**src/rtl/hh_gate_sequencer_if.sv**
```systemverilog
// Handshake bundle between hh_gate_sequencer and the shared gating-update unit.
//   upd_valid/upd_ready : request handshake (sequencer -> update unit)
//   upd_sel             : gate selector, 0=m, 1=h, 2=n
//   upd_x               : old value of the selected gate (x1000 fixed point)
//   upd_V / upd_dt      : membrane potential and time step for this step
//   resp_valid/resp_x   : returned next value of the gate (update unit -> sequencer)
interface hh_gate_sequencer_if;
  logic               upd_valid;
  logic               upd_ready;
  logic        [1:0]  upd_sel;
  logic signed [15:0] upd_x;
  logic signed [15:0] upd_V;
  logic        [15:0] upd_dt;
  logic               resp_valid;
  logic signed [15:0] resp_x;

  // Sequencer side
  modport master (
    output upd_valid, upd_sel, upd_x, upd_V, upd_dt,
    input  upd_ready, resp_valid, resp_x
  );

  // Shared update-unit side
  modport slave (
    input  upd_valid, upd_sel, upd_x, upd_V, upd_dt,
    output upd_ready, resp_valid, resp_x
  );
endinterface

```
**src/rtl/hh_gate_sequencer.sv**
```systemverilog
// Time-multiplexes one shared HH gating-update unit across gates m, h and n.
// One step per accepted start: each gate is issued in turn with its old value,
// results are clamped to [0,1000] into shadow registers and all three are
// committed on the same edge, so every gate of a step sees the same old state.
// Ports:
//   clk, reset          : clock, asynchronous active-high reset
//   start, V, dt        : step request; V/dt latched when the request is accepted
//   upd (master)        : request/response bundle to the shared update unit
//   m_out/h_out/n_out   : committed gate values (x1000)
//   busy                : not idle
//   done, err, clamp    : one-cycle end-of-step pulse, timeout abort, clamp seen
//   step_count          : committed steps, wraps modulo 2^16
module hh_gate_sequencer #(
  parameter int          M_INIT  = 53,
  parameter int          H_INIT  = 600,
  parameter int          N_INIT  = 318,
  parameter int unsigned TIMEOUT = 255
) (
  input  logic                  clk,
  input  logic                  reset,
  input  logic                  start,
  input  logic signed [15:0]    V,
  input  logic        [15:0]    dt,
  hh_gate_sequencer_if.master   upd,
  output logic signed [15:0]    m_out,
  output logic signed [15:0]    h_out,
  output logic signed [15:0]    n_out,
  output logic                  busy,
  output logic                  done,
  output logic                  err,
  output logic                  clamp,
  output logic        [15:0]    step_count
);

  localparam int unsigned W = 16;
  localparam logic signed [W-1:0] M_RST    = W'(M_INIT);
  localparam logic signed [W-1:0] H_RST    = W'(H_INIT);
  localparam logic signed [W-1:0] N_RST    = W'(N_INIT);
  localparam logic signed [W-1:0] X_MIN    = 16'sd0;
  localparam logic signed [W-1:0] X_MAX    = 16'sd1000;
  // Last WAIT count before abort: the TIMEOUT-th empty WAIT cycle aborts
  localparam logic        [W-1:0] TMO_LAST = W'(TIMEOUT - 1);

  typedef enum logic [1:0] {
    S_IDLE  = 2'd0,
    S_ISSUE = 2'd1,
    S_WAIT  = 2'd2
  } state_t;

  state_t state_q, state_nxt;

  logic        [1:0]   g_q, g_nxt;
  logic        [W-1:0] tmo_q, tmo_nxt;
  logic signed [W-1:0] v_q, v_nxt;
  logic        [W-1:0] dt_q, dt_nxt;
  logic signed [W-1:0] sh_m_q, sh_m_nxt;
  logic signed [W-1:0] sh_h_q, sh_h_nxt;
  logic                clamp_acc_q, clamp_acc_nxt;

  logic signed [W-1:0] m_nxt, h_nxt, n_nxt;
  logic        [W-1:0] step_nxt;
  logic                busy_nxt, done_nxt, err_nxt, clamp_nxt;
  logic                upd_valid_nxt;
  logic signed [W-1:0] upd_x_nxt;

  logic signed [W-1:0] resp_clamped;
  logic                resp_altered;
  logic                last_gate;
  logic                tmo_hit;

  assign last_gate = (g_q == 2'd2);
  assign tmo_hit   = !upd.resp_valid && (tmo_q == TMO_LAST);

  assign upd.upd_sel = g_q;
  assign upd.upd_V   = v_q;
  assign upd.upd_dt  = dt_q;

  // Saturate the returned gate value to the legal probability range
  always_comb begin
    resp_clamped = upd.resp_x;
    resp_altered = 1'b0;
    if (upd.resp_x < X_MIN) begin
      resp_clamped = X_MIN;
      resp_altered = 1'b1;
    end else if (upd.resp_x > X_MAX) begin
      resp_clamped = X_MAX;
      resp_altered = 1'b1;
    end
  end

  // State register
  always_ff @(posedge clk or posedge reset) begin
    if (reset) begin
      state_q <= S_IDLE;
    end else begin
      state_q <= state_nxt;
    end
  end

  // Next-state logic
  always_comb begin
    state_nxt = state_q;
    unique case (state_q)
      S_IDLE: begin
        if (start) state_nxt = S_ISSUE;
      end
      S_ISSUE: begin
        if (upd.upd_valid && upd.upd_ready) state_nxt = S_WAIT;
      end
      S_WAIT: begin
        if (upd.resp_valid) begin
          state_nxt = last_gate ? S_IDLE : S_ISSUE;
        end else if (tmo_hit) begin
          state_nxt = S_IDLE;
        end
      end
      default: state_nxt = S_IDLE;
    endcase
  end

  // Output / datapath next values
  always_comb begin
    g_nxt         = g_q;
    tmo_nxt       = tmo_q;
    v_nxt         = v_q;
    dt_nxt        = dt_q;
    sh_m_nxt      = sh_m_q;
    sh_h_nxt      = sh_h_q;
    clamp_acc_nxt = clamp_acc_q;
    m_nxt         = m_out;
    h_nxt         = h_out;
    n_nxt         = n_out;
    step_nxt      = step_count;
    done_nxt      = 1'b0;
    err_nxt       = 1'b0;
    clamp_nxt     = 1'b0;

    unique case (state_q)
      S_IDLE: begin
        if (start) begin
          v_nxt         = V;
          dt_nxt        = dt;
          g_nxt         = 2'd0;
          clamp_acc_nxt = 1'b0;
        end
      end
      S_ISSUE: begin
        if (upd.upd_valid && upd.upd_ready) tmo_nxt = '0;
      end
      S_WAIT: begin
        if (upd.resp_valid) begin
          clamp_acc_nxt = clamp_acc_q | resp_altered;
          if (g_q == 2'd0) sh_m_nxt = resp_clamped;
          if (g_q == 2'd1) sh_h_nxt = resp_clamped;
          if (last_gate) begin
            // n goes straight from the response; m/h from their shadows
            m_nxt     = sh_m_q;
            h_nxt     = sh_h_q;
            n_nxt     = resp_clamped;
            step_nxt  = step_count + 16'd1;
            done_nxt  = 1'b1;
            clamp_nxt = clamp_acc_q | resp_altered;
            g_nxt     = 2'd0;
          end else begin
            g_nxt = g_q + 2'd1;
          end
        end else if (tmo_hit) begin
          done_nxt = 1'b1;
          err_nxt  = 1'b1;
          g_nxt    = 2'd0;
        end else begin
          tmo_nxt = tmo_q + 16'd1;
        end
      end
      default: ;
    endcase

    upd_valid_nxt = (state_nxt == S_ISSUE);
    busy_nxt      = (state_nxt != S_IDLE);

    // Old value of the gate that will be presented next cycle
    unique case (g_nxt)
      2'd1:    upd_x_nxt = h_nxt;
      2'd2:    upd_x_nxt = n_nxt;
      default: upd_x_nxt = m_nxt;
    endcase
  end

  // Datapath and output registers
  always_ff @(posedge clk or posedge reset) begin
    if (reset) begin
      g_q           <= 2'd0;
      tmo_q         <= '0;
      v_q           <= '0;
      dt_q          <= '0;
      sh_m_q        <= '0;
      sh_h_q        <= '0;
      clamp_acc_q   <= 1'b0;
      m_out         <= M_RST;
      h_out         <= H_RST;
      n_out         <= N_RST;
      step_count    <= '0;
      busy          <= 1'b0;
      done          <= 1'b0;
      err           <= 1'b0;
      clamp         <= 1'b0;
      upd.upd_valid <= 1'b0;
      upd.upd_x     <= M_RST;
    end else begin
      g_q           <= g_nxt;
      tmo_q         <= tmo_nxt;
      v_q           <= v_nxt;
      dt_q          <= dt_nxt;
      sh_m_q        <= sh_m_nxt;
      sh_h_q        <= sh_h_nxt;
      clamp_acc_q   <= clamp_acc_nxt;
      m_out         <= m_nxt;
      h_out         <= h_nxt;
      n_out         <= n_nxt;
      step_count    <= step_nxt;
      busy          <= busy_nxt;
      done          <= done_nxt;
      err           <= err_nxt;
      clamp         <= clamp_nxt;
      upd.upd_valid <= upd_valid_nxt;
      upd.upd_x     <= upd_x_nxt;
    end
  end

endmodule
```
**src/flat_wrapper.sv**
```systemverilog
// flat-port wrapper written by rule: the top's interface ports become plain ports
module hh_gate_sequencer_flat 
#(
  parameter int          M_INIT  = 53,
  parameter int          H_INIT  = 600,
  parameter int          N_INIT  = 318,
  parameter int unsigned TIMEOUT = 255
)
  (clk, reset, start, V, dt, m_out, h_out, n_out, busy, done, err, clamp, step_count, upd_upd_valid, upd_upd_sel, upd_upd_x, upd_upd_V, upd_upd_dt, upd_upd_ready, upd_resp_valid, upd_resp_x);
  hh_gate_sequencer_if upd_i ();
  input  logic clk;
  input  logic reset;
  input  logic start;
  input  logic signed [15:0] V;
  input  logic        [15:0] dt;
  output logic signed [15:0] m_out;
  output logic signed [15:0] h_out;
  output logic signed [15:0] n_out;
  output logic busy;
  output logic done;
  output logic err;
  output logic clamp;
  output logic        [15:0] step_count;
  output wire logic [$bits(upd_i.upd_valid)-1:0] upd_upd_valid;
  output wire logic [$bits(upd_i.upd_sel)-1:0] upd_upd_sel;
  output wire logic [$bits(upd_i.upd_x)-1:0] upd_upd_x;
  output wire logic [$bits(upd_i.upd_V)-1:0] upd_upd_V;
  output wire logic [$bits(upd_i.upd_dt)-1:0] upd_upd_dt;
  input wire logic [$bits(upd_i.upd_ready)-1:0] upd_upd_ready;
  input wire logic [$bits(upd_i.resp_valid)-1:0] upd_resp_valid;
  input wire logic [$bits(upd_i.resp_x)-1:0] upd_resp_x;
  assign upd_upd_valid = upd_i.upd_valid;
  assign upd_upd_sel = upd_i.upd_sel;
  assign upd_upd_x = upd_i.upd_x;
  assign upd_upd_V = upd_i.upd_V;
  assign upd_upd_dt = upd_i.upd_dt;
  assign upd_i.upd_ready = upd_upd_ready;
  assign upd_i.resp_valid = upd_resp_valid;
  assign upd_i.resp_x = upd_resp_x;
  hh_gate_sequencer #(.M_INIT(M_INIT), .H_INIT(H_INIT), .N_INIT(N_INIT), .TIMEOUT(TIMEOUT)) u_core (.clk(clk), .reset(reset), .start(start), .V(V), .dt(dt), .upd(upd_i), .m_out(m_out), .h_out(h_out), .n_out(n_out), .busy(busy), .done(done), .err(err), .clamp(clamp), .step_count(step_count));
endmodule
```
**config.mk**
```make
export PLATFORM = sky130hd
export DESIGN_NAME = hh_gate_sequencer_flat
export DESIGN_NICKNAME = d
export VERILOG_FILES = /design/src/rtl/hh_gate_sequencer_if.sv /design/src/rtl/hh_gate_sequencer.sv /design/src/flat_wrapper.sv
export SDC_FILE = /design/constraint.sdc
export NUM_CORES = 1
export LEC_CHECK = 0
export CAP_MARGIN = 10
export CORE_ASPECT_RATIO = 1.4
export CORE_MARGIN = 1.5
export CORE_UTILIZATION = 53
export DETAILED_ROUTE_END_ITERATION = 10
export GPL_ROUTABILITY_DRIVEN = 0
export PLACE_DENSITY = 0.85
export SETUP_SLACK_MARGIN = 0.1
export SLEW_MARGIN = 5
export SYNTH_ARGS = -nofsm -noshare
export SYNTH_HDL_FRONTEND = slang
export SYNTH_SLANG_ARGS = --single-unit
export TNS_END_PERCENT = 10
```
**constraint.sdc**
```tcl
create_clock -name clk -period 14.65 [get_ports clk]
set_input_delay 2.93 -clock clk [delete_from_list [all_inputs] [get_ports clk]]
set_output_delay 2.93 -clock clk [all_outputs]
set_load 0.02 [all_outputs]
```
After elaboration in Yosys (flattened, before gate mapping)
Cells that the tools add are included.
W data, S select, Z words.
{ "word_totals": {"register_bits": 170, "latch_bits": 0, "ramBits": 0, "romBits": 0, "input_bits": 53, "output_inout_bits": 119, "elab_cells": 92, "mem_count": 0} }
{ "classes": {"n_addsub": 3, "multipliers": 0, "n_div": 0, "order_cmp": 2, "eq_ne": 13, "shifts": 0, "n_mux": 41, "n_bitwise": 1, "reduce_logical": 14} }
{ "ops": {"columns": ["op", "count"], "rows": [
  ["$mux W16", 14],
  ["$pmux W16 S2", 2],
  ["$add A16 B1 Y16 const B", 2],
  ["$eq A16 B8 Y1 const B", 1],
  ["$gt A16 B11 Y1 const B", 1],
  ["$lt A16 B1 Y1 const B", 1],
  ["$mux W2", 8],
  ["$mux W1", 14],
  ["$reduce_and A3 Y1", 4],
  ["$eq A2 B1 Y1 const B", 4],
  ["$ne A2 B2 Y1 const B", 4],
  ["$eq A2 B2 Y1 const B", 3],
  ["$pmux W2 S3", 1],
  ["$reduce_bool A2 Y1", 3],
  ["$logic_not A2 Y1", 2],
  ["$pmux W2 S2", 1],
  ["$reduce_and A4 Y1", 1],
  ["$add A2 B1 Y2 const B", 1],
  ["$logic_and A1 B1 Y1", 2],
  ["$ne A2 B1 Y1 const B", 1],
  ["$pmux W1 S2", 1],
  ["$reduce_and A2 Y1", 1],
  ["$logic_not A1 Y1", 1],
  ["$or A1 B1 Y1", 1]
]} }

Logic depth before layout (Yosys ltp)
Gate-level depths: netlist of run 1.
{ "logic_depth": {"word_depth": 7, "depth_mapped": 13, "depth_no_buf": 12} }

Least setup slack after synthesis of run 1
No wires, ideal clock.
{ "synth_timing": {"kind": "input -> register", "startpoint": "input port start", "endpoint": "register u_core.upd.upd_x[4]", "setup_ps": 83, "arrival_ps": 4768, "path_slack_ps": 9799, "stages": 9, "n_path_buf": 2, "path_cell_list": "nor3b_2 > clkbuf_1 > a21oi_1 > ha_1 > clkbuf_1 > inv_1 > nand2_1 > nor2b_1 > a221o_1"} }
{ "synth_via": {"elab_chain_len": 4, "elab_cells_between_ends": 5, "cone_classes": "2 x eq/ne; 3 x mux"} }
{ "synth_lines": {"columns": ["element", "line", "text"], "rows": [
  ["start: declaration", "flat_wrapper.sv:13", "input logic start;"],
  ["$mux W2 (*)", "hh_gate_sequencer.sv:140", "if (start) begin"],
  ["$pmux W2 S2 (*)", "hh_gate_sequencer.sv:138", "unique case (state_q)"],
  ["via u_core.g_nxt[1]", "hh_gate_sequencer.sv:52", "logic [1:0] g_q, g_nxt;"],
  ["$eq A2 B2 Y1 or $eq A2 B1 Y1 (tied branches)", "hh_gate_sequencer.sv:182", "unique case (g_nxt)"],
  ["$pmux W16 S2 (*)", "hh_gate_sequencer.sv:182", null],
  ["via u_core.upd_x_nxt[4]", "hh_gate_sequencer.sv:64", "logic signed [W-1:0] upd_x_nxt;"],
  ["end signal: assignment", "hh_gate_sequencer.sv:226", "upd.upd_x <= upd_x_nxt;"],
  ["end: declaration", "hh_gate_sequencer_if.sv:19", "output upd_valid, upd_sel, upd_x, upd_V, upd_dt,"]
]} }
Mark *: on every way through the listed nets, which the timed path passes. The rest lies on a longest branch.
A chain may end at the register's enable or synchronous reset.

Worst setup path after layout of run 1
{ "layout_timing": {"startpoint": "input port upd_resp_valid", "endpoint": "register u_core.upd.upd_x[3]"} }
{ "layout_via": {"elab_chain_len": 7, "elab_cells_between_ends": 14, "cone_classes": "2 x eq/ne; 10 x mux; 2 x reduce/logical"} }
{ "layout_lines": {"columns": ["element", "line", "text"], "rows": [
  ["start: declaration", "flat_wrapper.sv:30", "input wire logic [$bits(upd_i.resp_valid)-1:0] upd_resp_valid;"],
  ["$logic_not A1 Y1", "hh_gate_sequencer.sv:72", "assign tmo_hit = !upd.resp_valid && (tmo_q == TMO_LAST);"],
  ["$logic_and A1 B1 Y1", "hh_gate_sequencer.sv:72", null],
  ["$mux W2", "hh_gate_sequencer.sv:167", "end else if (tmo_hit) begin"],
  ["$mux W2 (*)", "hh_gate_sequencer.sv:151", "if (upd.resp_valid) begin"],
  ["$pmux W2 S2 (*)", "hh_gate_sequencer.sv:138", null],
  ["via u_core.g_nxt[1]", "hh_gate_sequencer.sv:52", null],
  ["$eq A2 B2 Y1 or $eq A2 B1 Y1 (tied branches)", "hh_gate_sequencer.sv:182", null],
  ["$pmux W16 S2 (*)", "hh_gate_sequencer.sv:182", null],
  ["via u_core.upd_x_nxt[3]", "hh_gate_sequencer.sv:64", null]
]} }
Marked as above.

==> results of run 1 <==
[logic make-up (layout without fill, tap and decap cells)]
logic type | after synthesis | in the layout | share of synthesized area
compound gates | 64 | 64 | 0.0567
xor+xnor | 24 | 24 | 0.0307
fa+ha+maj | 5 | 5 | 0.00914
buf+inv | 33 | 217 | 0.0205
flops | 168 | 168 | 0.618
mux | 76 | 76 | 0.124
simple gates | 183 | 183 | 0.141
[final timing paths]
kind / from / to / slack, ns / cells past startpoint
worst min-delay path: u_core.step_count[15]$_DFFE_PP0P_ / u_core.step_count[15]$_DFFE_PP0P_ / 0.47 / 1
min in group asynchronous: reset / u_core.upd.upd_x[7]$_DFF_PP0_ / 3.15 / 2
max in group asynchronous: reset / u_core.upd.upd_x[9]$_DFF_PP0_ / 10.27 / 3
worst min register to register: u_core.step_count[15]$_DFFE_PP0P_ / u_core.step_count[15]$_DFFE_PP0P_ / 0.47 / 1
worst max-delay path: upd_resp_valid / u_core.upd.upd_x[3]$_DFF_PP0_ / 8.90 / 9
worst max register to register: u_core.tmo_q[12]$_DFFE_PP0P_ / u_core.upd.upd_x[3]$_DFF_PP0_ / 11.00 / 9
[state kept, by name, summed over array words and instances (netlist names)]
register	flops
u_core.h_out	16
u_core.busy	1
u_core.err	1
u_core.tmo_q	16
u_core.m_out	16
u_core.upd.upd_V	16
u_core.sh_m_q	15
u_core.sh_h_q	15
u_core.n_out	16
u_core.upd.upd_x	16
u_core.clamp_acc_q	1
u_core.done	1
u_core.upd.upd_dt	16
u_core.upd.upd_sel	2
u_core.state_q	2
u_core.upd.upd_valid	1
u_core.clamp	1
u_core.step_count	16
[synth_stat cells (all sizes together) (3+ instances only)]
cell,count
a21oi,8
a22oi,14
a31oi,3
and2,22
buf,7
clkbuf,15
dfrtp,150
dfstp,18
ha,5
inv,11
mux2,72
mux2i,4
nand2,67
nand2b,3
nand3,14
nand4,13
nor2,27
nor2b,4
nor3,6
nor4,6
o21ai,30
or2,3
or3,6
xnor2,17
xor2,7
[layout make-up]
cell class,count,area [sq um],share of cell area
Clock buffer,18,429,0.0465
Multi-Input combinational cell,352,2490,0.269
Tap cell,150,188,0.0203
Sequential cell,168,4230,0.458
Inverter,11,46.3,0.00502
Timing Repair Buffer,174,1730,0.188
Clock inverter,14,115,0.0125
[power by group through the flow]
stage               Combinational, mW  Sequential (mW)  Clock (mW)
finish                          0.361            0.584       0.411
floorplan                       0.137            0.646           0
global route                    0.384            0.594       0.437
global placement                0.354            0.587           0
detailed placement              0.363            0.591           0
CTS                             0.365            0.584       0.418
[per-layer routing]
metal / global-route usage / up-vias / part of all wire
met5: 0 / - / 0
met4: 0.146 / 0 / 0.043
met3: 0.0507 / 55 / 0.050
met2: 0.437 / 196 / 0.52
met1: 0.301 / 2531 / 0.39
li1: - / 2265 / -
[per-stage QoR]
step,instance area [sq um],cells
finish,9230,887
global route,9230,887
CTS,9230,887
detailed placement,8680,855
global placement,8680,855
floorplan,6840,553
==> results_tabular.tex, run 1 <==
\begin{tabular}{lr}
\hline
Metric & Value \\
\hline
\multicolumn{2}{l}{\textbf{STA}} \\
\quad Worst slew margin & 0.296 \\
\quad Hold Worst Slack & 0.472 ns \\
\quad Final clock period utilization by the worst path & 0.392 \\
\quad Unrepaired setup endpoints after global routing & false \\
\quad Number of failing setup endpoints in the final timing report & 0 \\
\quad Final-layout setup total negative slack & 0 ns \\
\quad Transition time at the pin with the least slew margin & 1.06 ns \\
\quad Total count of max-transition violations in the final report & 0 \\
\quad Hold violation total from the final report & 0 \\
\quad Min Tclk post-route & 5.75 ns \\
\quad Slack of the critical path & 8.90 ns \\
\quad Final clock skew & 0.00839 ns \\
\quad Highest attainable clock frequency & 0.174 GHz \\
\multicolumn{2}{l}{\textbf{Power and ir drop}} \\
\quad Power spent charging and discharging nets & 0.422 mW \\
\quad Combinational Power Share & 0.266 \\
\quad PwrDens & 147 nW/um\^{}2 \\
\quad Part of the total power dissipated in sequential elements & 0.431 \\
\quad Static Leakage & 4.08 nW \\
\quad Proportion of power drawn by the clock network & 0.303 \\
\quad Peak ir drop on the vdd network & 0.136 mV \\
\quad Design Power & 1.36 mW \\
\quad Cell internal pwr & 0.934 mW \\
\quad Net Sw Frac & 0.311 \\
\multicolumn{2}{l}{\textbf{Logic synthesis}} \\
\quad Sequential share of the synthesized area & 0.618 \\
\quad Distinct cell type count after synthesis & 52 \\
\quad Flop and latch count out of synthesis & 168 \\
\quad Leading cell types by total area after synthesis & dfrtp\_1 55\%, mux2\_2 12\%, dfstp\_2 6.9\%, nand2\_1 3.7\%, o21ai\_0 2.2\% \\
\quad Number of warnings reported in the yosys synthesis log & 0 \\
\quad Number of cells produced by synthesis & 553 \\
\quad Post-Synthesis Cell Area & 6840 sq um \\
\quad Net count after synthesis & 611 \\
\quad Async set-reset flop share out of synthesis & 1.00 \\
\quad Share of Yosys cell area claimed by the top area cell type & 0.548 \\
\quad EDFF count, synth & 0 \\
\quad Post-synth top area cell & dfrtp\_1 \\
\quad Avg Cell Area, Syn & 12.4 sq um \\
\quad Most frequently used flop master after synthesis & dfrtp\_1 \\
\multicolumn{2}{l}{\textbf{Die}} \\
\quad Starting density of the core & 0.548 \\
\quad Row count & 48 \\
\quad Full die area & 13,600 sq um \\
\quad Vertical extent of the die & 137 microns \\
\quad Chip Width & 99.0 microns \\
\quad Area of the core & 12,500 sq um \\
\quad I/O pin cnt & 172 \\
\multicolumn{2}{l}{\textbf{Clock network}} \\
\quad Clock buffer depth & 2 \\
\quad Hold buffers post-CTS & 0 \\
\quad Number of setup buffers added after CTS & 0 \\
\quad CTS Buf Count & 17 \\
\quad TritonCTS clock tree & yes \\
\quad Number of H-tree levels & 4 \\
\quad Clock latency on the worst-skew pair & 0.42 ns \\
\quad Clock-pin slew reported for the worst setup and hold paths after clock tree synthesis & 0.06 ns \\
\quad Cell at the root of the clock tree & clkbuf\_16 \\
\quad Number of sinks driven by the clock tree & 168 \\
\quad CTS-repair resized insts & 0 \\
\multicolumn{2}{l}{\textbf{Layout}} \\
\quad Synthesis-to-layout area growth & 34.8\% \\
\quad Post-Route Utilization & 0.738 \\
\quad Layout filler cell count & 841 \\
\quad Number of nets at the end of the flow & 782 \\
\quad Leading cell types in the layout, fill and taps excluded & 171 x clkdlybuf4s50\_1, 150 x dfrtp\_1, 72 x mux2\_2 \\
\quad Share of post-route cells with drive strength above 1 & 0.190 \\
\quad Most common cell after layout, fill and taps aside & clkdlybuf4s50\_1 \\
\quad Number of antenna cells inserted & 0 \\
\multicolumn{2}{l}{\textbf{Run}} \\
\quad Number of maximum-capacitance violations & 0 \\
\multicolumn{2}{l}{\textbf{GRT}} \\
\quad Combined global-route utilization of all metal layers & 0.255 \\
\quad Initial antenna violation count & 0 \\
\quad Via count of the first global-routing pass & 5,353 \\
\quad Grt total ovfl & 0 \\
\quad Pin count of the biggest net entering global routing & 122 \\
\quad Wire length of the first global-routing pass & 26,500 microns \\
\multicolumn{2}{l}{\textbf{Critical path}} \\
\quad Count of buffering cells on the critical path with inverters included & 1 \\
\quad Family with the most delay on the worst path & simple AND/OR/NAND/NOR gates \\
\quad Critical-path maximum fanout & 29 \\
\quad Worst EP required & 14.95 ns \\
\quad Critical Path Slowest Stage Cell & ha\_1 \\
\quad Endpoint type of the worst setup path & flop \\
\quad CP arrival & 6.05 ns \\
\quad Crit Path Category & input pin to flop \\
\quad Largest stage delay, worst path & 0.73 ns \\
\quad Kind of start point of the critical path & input pin \\
\quad Crit-path cells & clkdlybuf4s50\_1, nand3b\_4, nor2\_1, nand2\_1, a21oi\_1, ha\_1, nor2b\_1, a22o\_1, a31o\_2 \\
\multicolumn{2}{l}{\textbf{Worst hold path}} \\
\quad Worst Hold Class & flop to flop \\
\multicolumn{2}{l}{\textbf{Routing}} \\
\quad Initial drt markers & 239 \\
\quad Initial DRT Pass Iterations & 5 \\
\quad Final wirelength & 16,700 microns \\
\quad Via count of the routed design & 5,047 \\
\quad Post-route DRC violation count & 0 \\
\quad Post-DR vias/cell & 5.69 \\
\quad Routed wire length per instance & 18.8 microns \\
\quad Antenna-violating nets left & 0 \\
\multicolumn{2}{l}{\textbf{Placement}} \\
\quad Dpl hpwl & 11,500 microns \\
\quad Setup Slack @ Placement & 8.52 ns \\
\quad Number of buffers added on ports & 171 \\
\multicolumn{2}{l}{\textbf{Run status}} \\
\quad Run status & complete, no violations \\
\hline
\end{tabular}
No activity file was read; power rests on OpenSTA's default activity.
==> inputs of run 2 (changes only) <==
--- a/config.mk
+++ b/config.mk
@@ -8,10 +8,10 @@
 export CAP_MARGIN = 10
 export CORE_ASPECT_RATIO = 1.4
 export CORE_MARGIN = 1.5
-export CORE_UTILIZATION = 53
+export CORE_UTILIZATION = 49
 export DETAILED_ROUTE_END_ITERATION = 10
 export GPL_ROUTABILITY_DRIVEN = 0
-export PLACE_DENSITY = 0.85
+export PLACE_DENSITY = 0.8
 export SETUP_SLACK_MARGIN = 0.1
 export SLEW_MARGIN = 5
 export SYNTH_ARGS = -nofsm -noshare
==> constraint.sdc (replaced) <==
create_clock -name clk -period 5.65 [get_ports clk]
set_input_delay 1.13 -clock clk [delete_from_list [all_inputs] [get_ports clk]]
set_output_delay 1.13 -clock clk [all_outputs]
set_load 0.02 [all_outputs]
==> run 2 against run 1 <==
Effect of this change:
- combinational power increased to 2.6 times the previous value
- final cell count increased by 3.7%
- routed wire length decreased by 1.7%
- largest cell class unchanged
- critical endpoint unchanged
- sequential share of layout area decreased by 0.69 points
- design area increased by 1.5%
- global-route usage decreased by 1.9 points
- clock power increased to 2.9 times the previous value
- critical path depth unchanged
- register-to-register slack got worse by 9.1 ns
- count of clock-buffer cells in the layout unchanged
- power increased to 2.7 times the previous value
==> results_tabular.tex, run 2 (synthesis gave the netlist of run 1 again) <==
\begin{tabular}{lr}
\hline
Metric & Value \\
\hline
\multicolumn{2}{l}{\textbf{Run status}} \\
\quad Run status & complete, no violations \\
\multicolumn{2}{l}{\textbf{Layout}} \\
\quad Post-Route Utilization & 0.693 (-0.0453) \\
\quad Non-filler cells in the finished layout & 920 (+3.7\%) \\
\quad Final std cell area, no fill & 9370 sq um (+1.5\%) \\
\quad Leading cell types in the layout, fill and taps excluded & 171 x clkdlybuf4s50\_1, 150 x dfrtp\_1, 72 x mux2\_2 \\
\quad Most common cell after layout, fill and taps aside & clkdlybuf4s50\_1 \\
\quad Share of post-route cells with drive strength above 1 & 0.192 (+0.00245) \\
\quad Number of antenna cells inserted & 0 (unchanged) \\
\quad Synthesis-to-layout area growth & 36.9\% \\
\quad Number of nets at the end of the flow & 783 (+0.13\%) \\
\multicolumn{2}{l}{\textbf{Placement}} \\
\quad Dpl hpwl & 11,400 microns (-0.97\%) \\
\quad Number of buffers added on ports & 171 (unchanged) \\
\quad Area after DPL & 8740 sq um (+0.68\%) \\
\quad Setup Slack @ Placement & 1.30 ns (-7.22 ns) \\
\quad Number of instances in the placed design & 888 (+3.9\%) \\
\multicolumn{2}{l}{\textbf{Routing}} \\
\quad Post-route DRC violation count & 0 (unchanged) \\
\quad Final wirelength & 16,400 microns (-1.7\%) \\
\quad Routed wire length per instance & 17.9 microns (-5.2\%) \\
\quad Post-DR vias/cell & 5.36 (-5.9\%) \\
\quad Initial drt markers & 215 (-10\%) \\
\quad Via count of the routed design & 4,928 (-2.4\%) \\
\quad Initial DRT Pass Iterations & 4 (-1) \\
\quad Antenna-violating nets left & 0 (unchanged) \\
\multicolumn{2}{l}{\textbf{Die}} \\
\quad Row count & 50 (+4.2\%) \\
\quad Area of the core & 13,500 sq um (+8.2\%) \\
\quad Vertical extent of the die & 143 microns (+3.9\%) \\
\quad Full die area & 14,700 sq um (+7.9\%) \\
\quad Chip Width & 103 microns (+3.9\%) \\
\quad I/O pin cnt & 172 (unchanged) \\
\quad Starting density of the core & 0.506 (-0.0414) \\
\multicolumn{2}{l}{\textbf{Clock network}} \\
\quad Clock buffer depth & 2 (unchanged) \\
\quad CTS-repair resized insts & 0 (unchanged) \\
\quad Number of setup buffers added after CTS & 0 (unchanged) \\
\quad Number of sinks driven by the clock tree & 168 (unchanged) \\
\quad TritonCTS clock tree & yes \\
\quad Cell at the root of the clock tree & clkbuf\_16 \\
\quad Clock-pin slew reported for the worst setup and hold paths after clock tree synthesis & 0.06 ns (about the same) \\
\quad Number of H-tree levels & 4 (unchanged) \\
\quad Clock latency on the worst-skew pair & 0.41 ns (about the same) \\
\quad CTS Buf Count & 17 (unchanged) \\
\quad Hold buffers post-CTS & 0 (unchanged) \\
\multicolumn{2}{l}{\textbf{Run}} \\
\quad Number of maximum-capacitance violations & 0 (unchanged) \\
\multicolumn{2}{l}{\textbf{Critical path}} \\
\quad Critical Path Slowest Stage Cell & ha\_1 \\
\quad Count of buffering cells on the critical path with inverters included & 1 (unchanged) \\
\quad Family with the most delay on the worst path & simple AND/OR/NAND/NOR gates \\
\quad Largest stage delay, worst path & 0.94 ns (+0.21 ns) \\
\quad Critical-path maximum fanout & 29 (unchanged) \\
\quad Kind of start point of the critical path & input pin \\
\quad CP arrival & 4.33 ns (-1.72 ns) \\
\quad Crit Path Category & input pin to flop \\
\quad Endpoint type of the worst setup path & flop \\
\quad Crit-path cells & clkdlybuf4s50\_1, nand3b\_4, nor2\_1, nand2\_1, a21oi\_1, ha\_1, nor2b\_1, a22o\_1, a31o\_2 \\
\quad Worst EP required & 5.95 ns (-9.00 ns) \\
\multicolumn{2}{l}{\textbf{Power and ir drop}} \\
\quad Static Leakage & 4.12 nW (+0.96\%) \\
\quad Peak ir drop on the vdd network & 0.252 mV (+85\%) \\
\quad Design Power & 3.67 mW (+170\%) \\
\quad PwrDens & 391 nW/um\^{}2 (+170\%) \\
\multicolumn{2}{l}{\textbf{STA}} \\
\quad Min Tclk post-route & 4.03 ns \\
\quad Unrepaired setup endpoints after global routing & false \\
\quad Final clock period utilization by the worst path & 0.714 \\
\quad Highest attainable clock frequency & 0.248 GHz \\
\quad Final-layout setup total negative slack & 0 ns (unchanged) \\
\quad Final clock skew & 0.00579 ns (-0.00260 ns) \\
\quad Hold violation total from the final report & 0 (unchanged) \\
\quad Worst slew margin & 0.375 (+0.0788) \\
\quad Transition time at the pin with the least slew margin & 0.929 ns (-0.127 ns) \\
\quad Number of failing setup endpoints in the final timing report & 0 (unchanged) \\
\quad Slack of the critical path & 1.62 ns (-7.28 ns) \\
\quad Total count of max-transition violations in the final report & 0 (unchanged) \\
\quad Hold Worst Slack & 0.474 ns (+0.00226 ns) \\
\multicolumn{2}{l}{\textbf{GRT}} \\
\quad Via count of the first global-routing pass & 5,129 (-4.2\%) \\
\quad Combined global-route utilization of all metal layers & 0.236 (-0.0190) \\
\quad Grt total ovfl & 0 (unchanged) \\
\quad Pin count of the biggest net entering global routing & 169 (+39\%) \\
\quad Wire length of the first global-routing pass & 26,400 microns (-0.16\%) \\
\quad Initial antenna violation count & 0 (unchanged) \\
\multicolumn{2}{l}{\textbf{Worst hold path}} \\
\quad Worst Hold Class & flop to flop \\
\hline
\end{tabular}
run 2: where the power goes:
group | internal, mW | switching [mW]
combinational | 0.461 | 0.482
clock | 0.721 | 0.490
sequential | 1.39 | 0.123
total | 2.57 | 1.10
run 2: final timing paths:
| kind | from | end | slack [ns] | depth (start not counted) |
|---|---|---|---|---|
| worst max register to register | u_core.tmo_q[12]$_DFFE_PP0P_ | u_core.upd.upd_x[3]$_DFF_PP0_ | 1.94 | 9 |
| worst min-delay path | u_core.step_count[15]$_DFFE_PP0P_ | u_core.step_count[15]$_DFFE_PP0P_ | 0.47 | 1 |
| max in group asynchronous | reset | u_core.step_count[14]$_DFFE_PP0P_ | 3.70 | 3 |
| worst min register to register | u_core.step_count[15]$_DFFE_PP0P_ | u_core.step_count[15]$_DFFE_PP0P_ | 0.47 | 1 |
| min in group asynchronous | reset | u_core.upd.upd_V[8]$_DFFE_PP0P_ | 1.32 | 3 |
| worst max-delay path | upd_resp_valid | u_core.upd.upd_x[3]$_DFF_PP0_ | 1.62 | 9 |
run 2: layer usage:
metal / vias up / wire [microns] / global-route usage
li1: 2252 / - / -
met1: 2509 / 6760 / 0.306
met2: 145 / 8610 / 0.395
met3: 22 / 736 / 0.0426
met4: 0 / 327 / 0.0882
met5: - / 0 / 0
run 2: area by class of cell:
cell class | instances | area, sq um
Tap cell | 182 | 228
Clock buffer | 18 | 439
Multi-Input combinational cell | 352 | 2490
Sequential cell | 168 | 4230
Inverter | 11 | 45.0
Timing Repair Buffer | 175 | 1750
Clock inverter | 14 | 188
Fill cell | 1005 | 4150
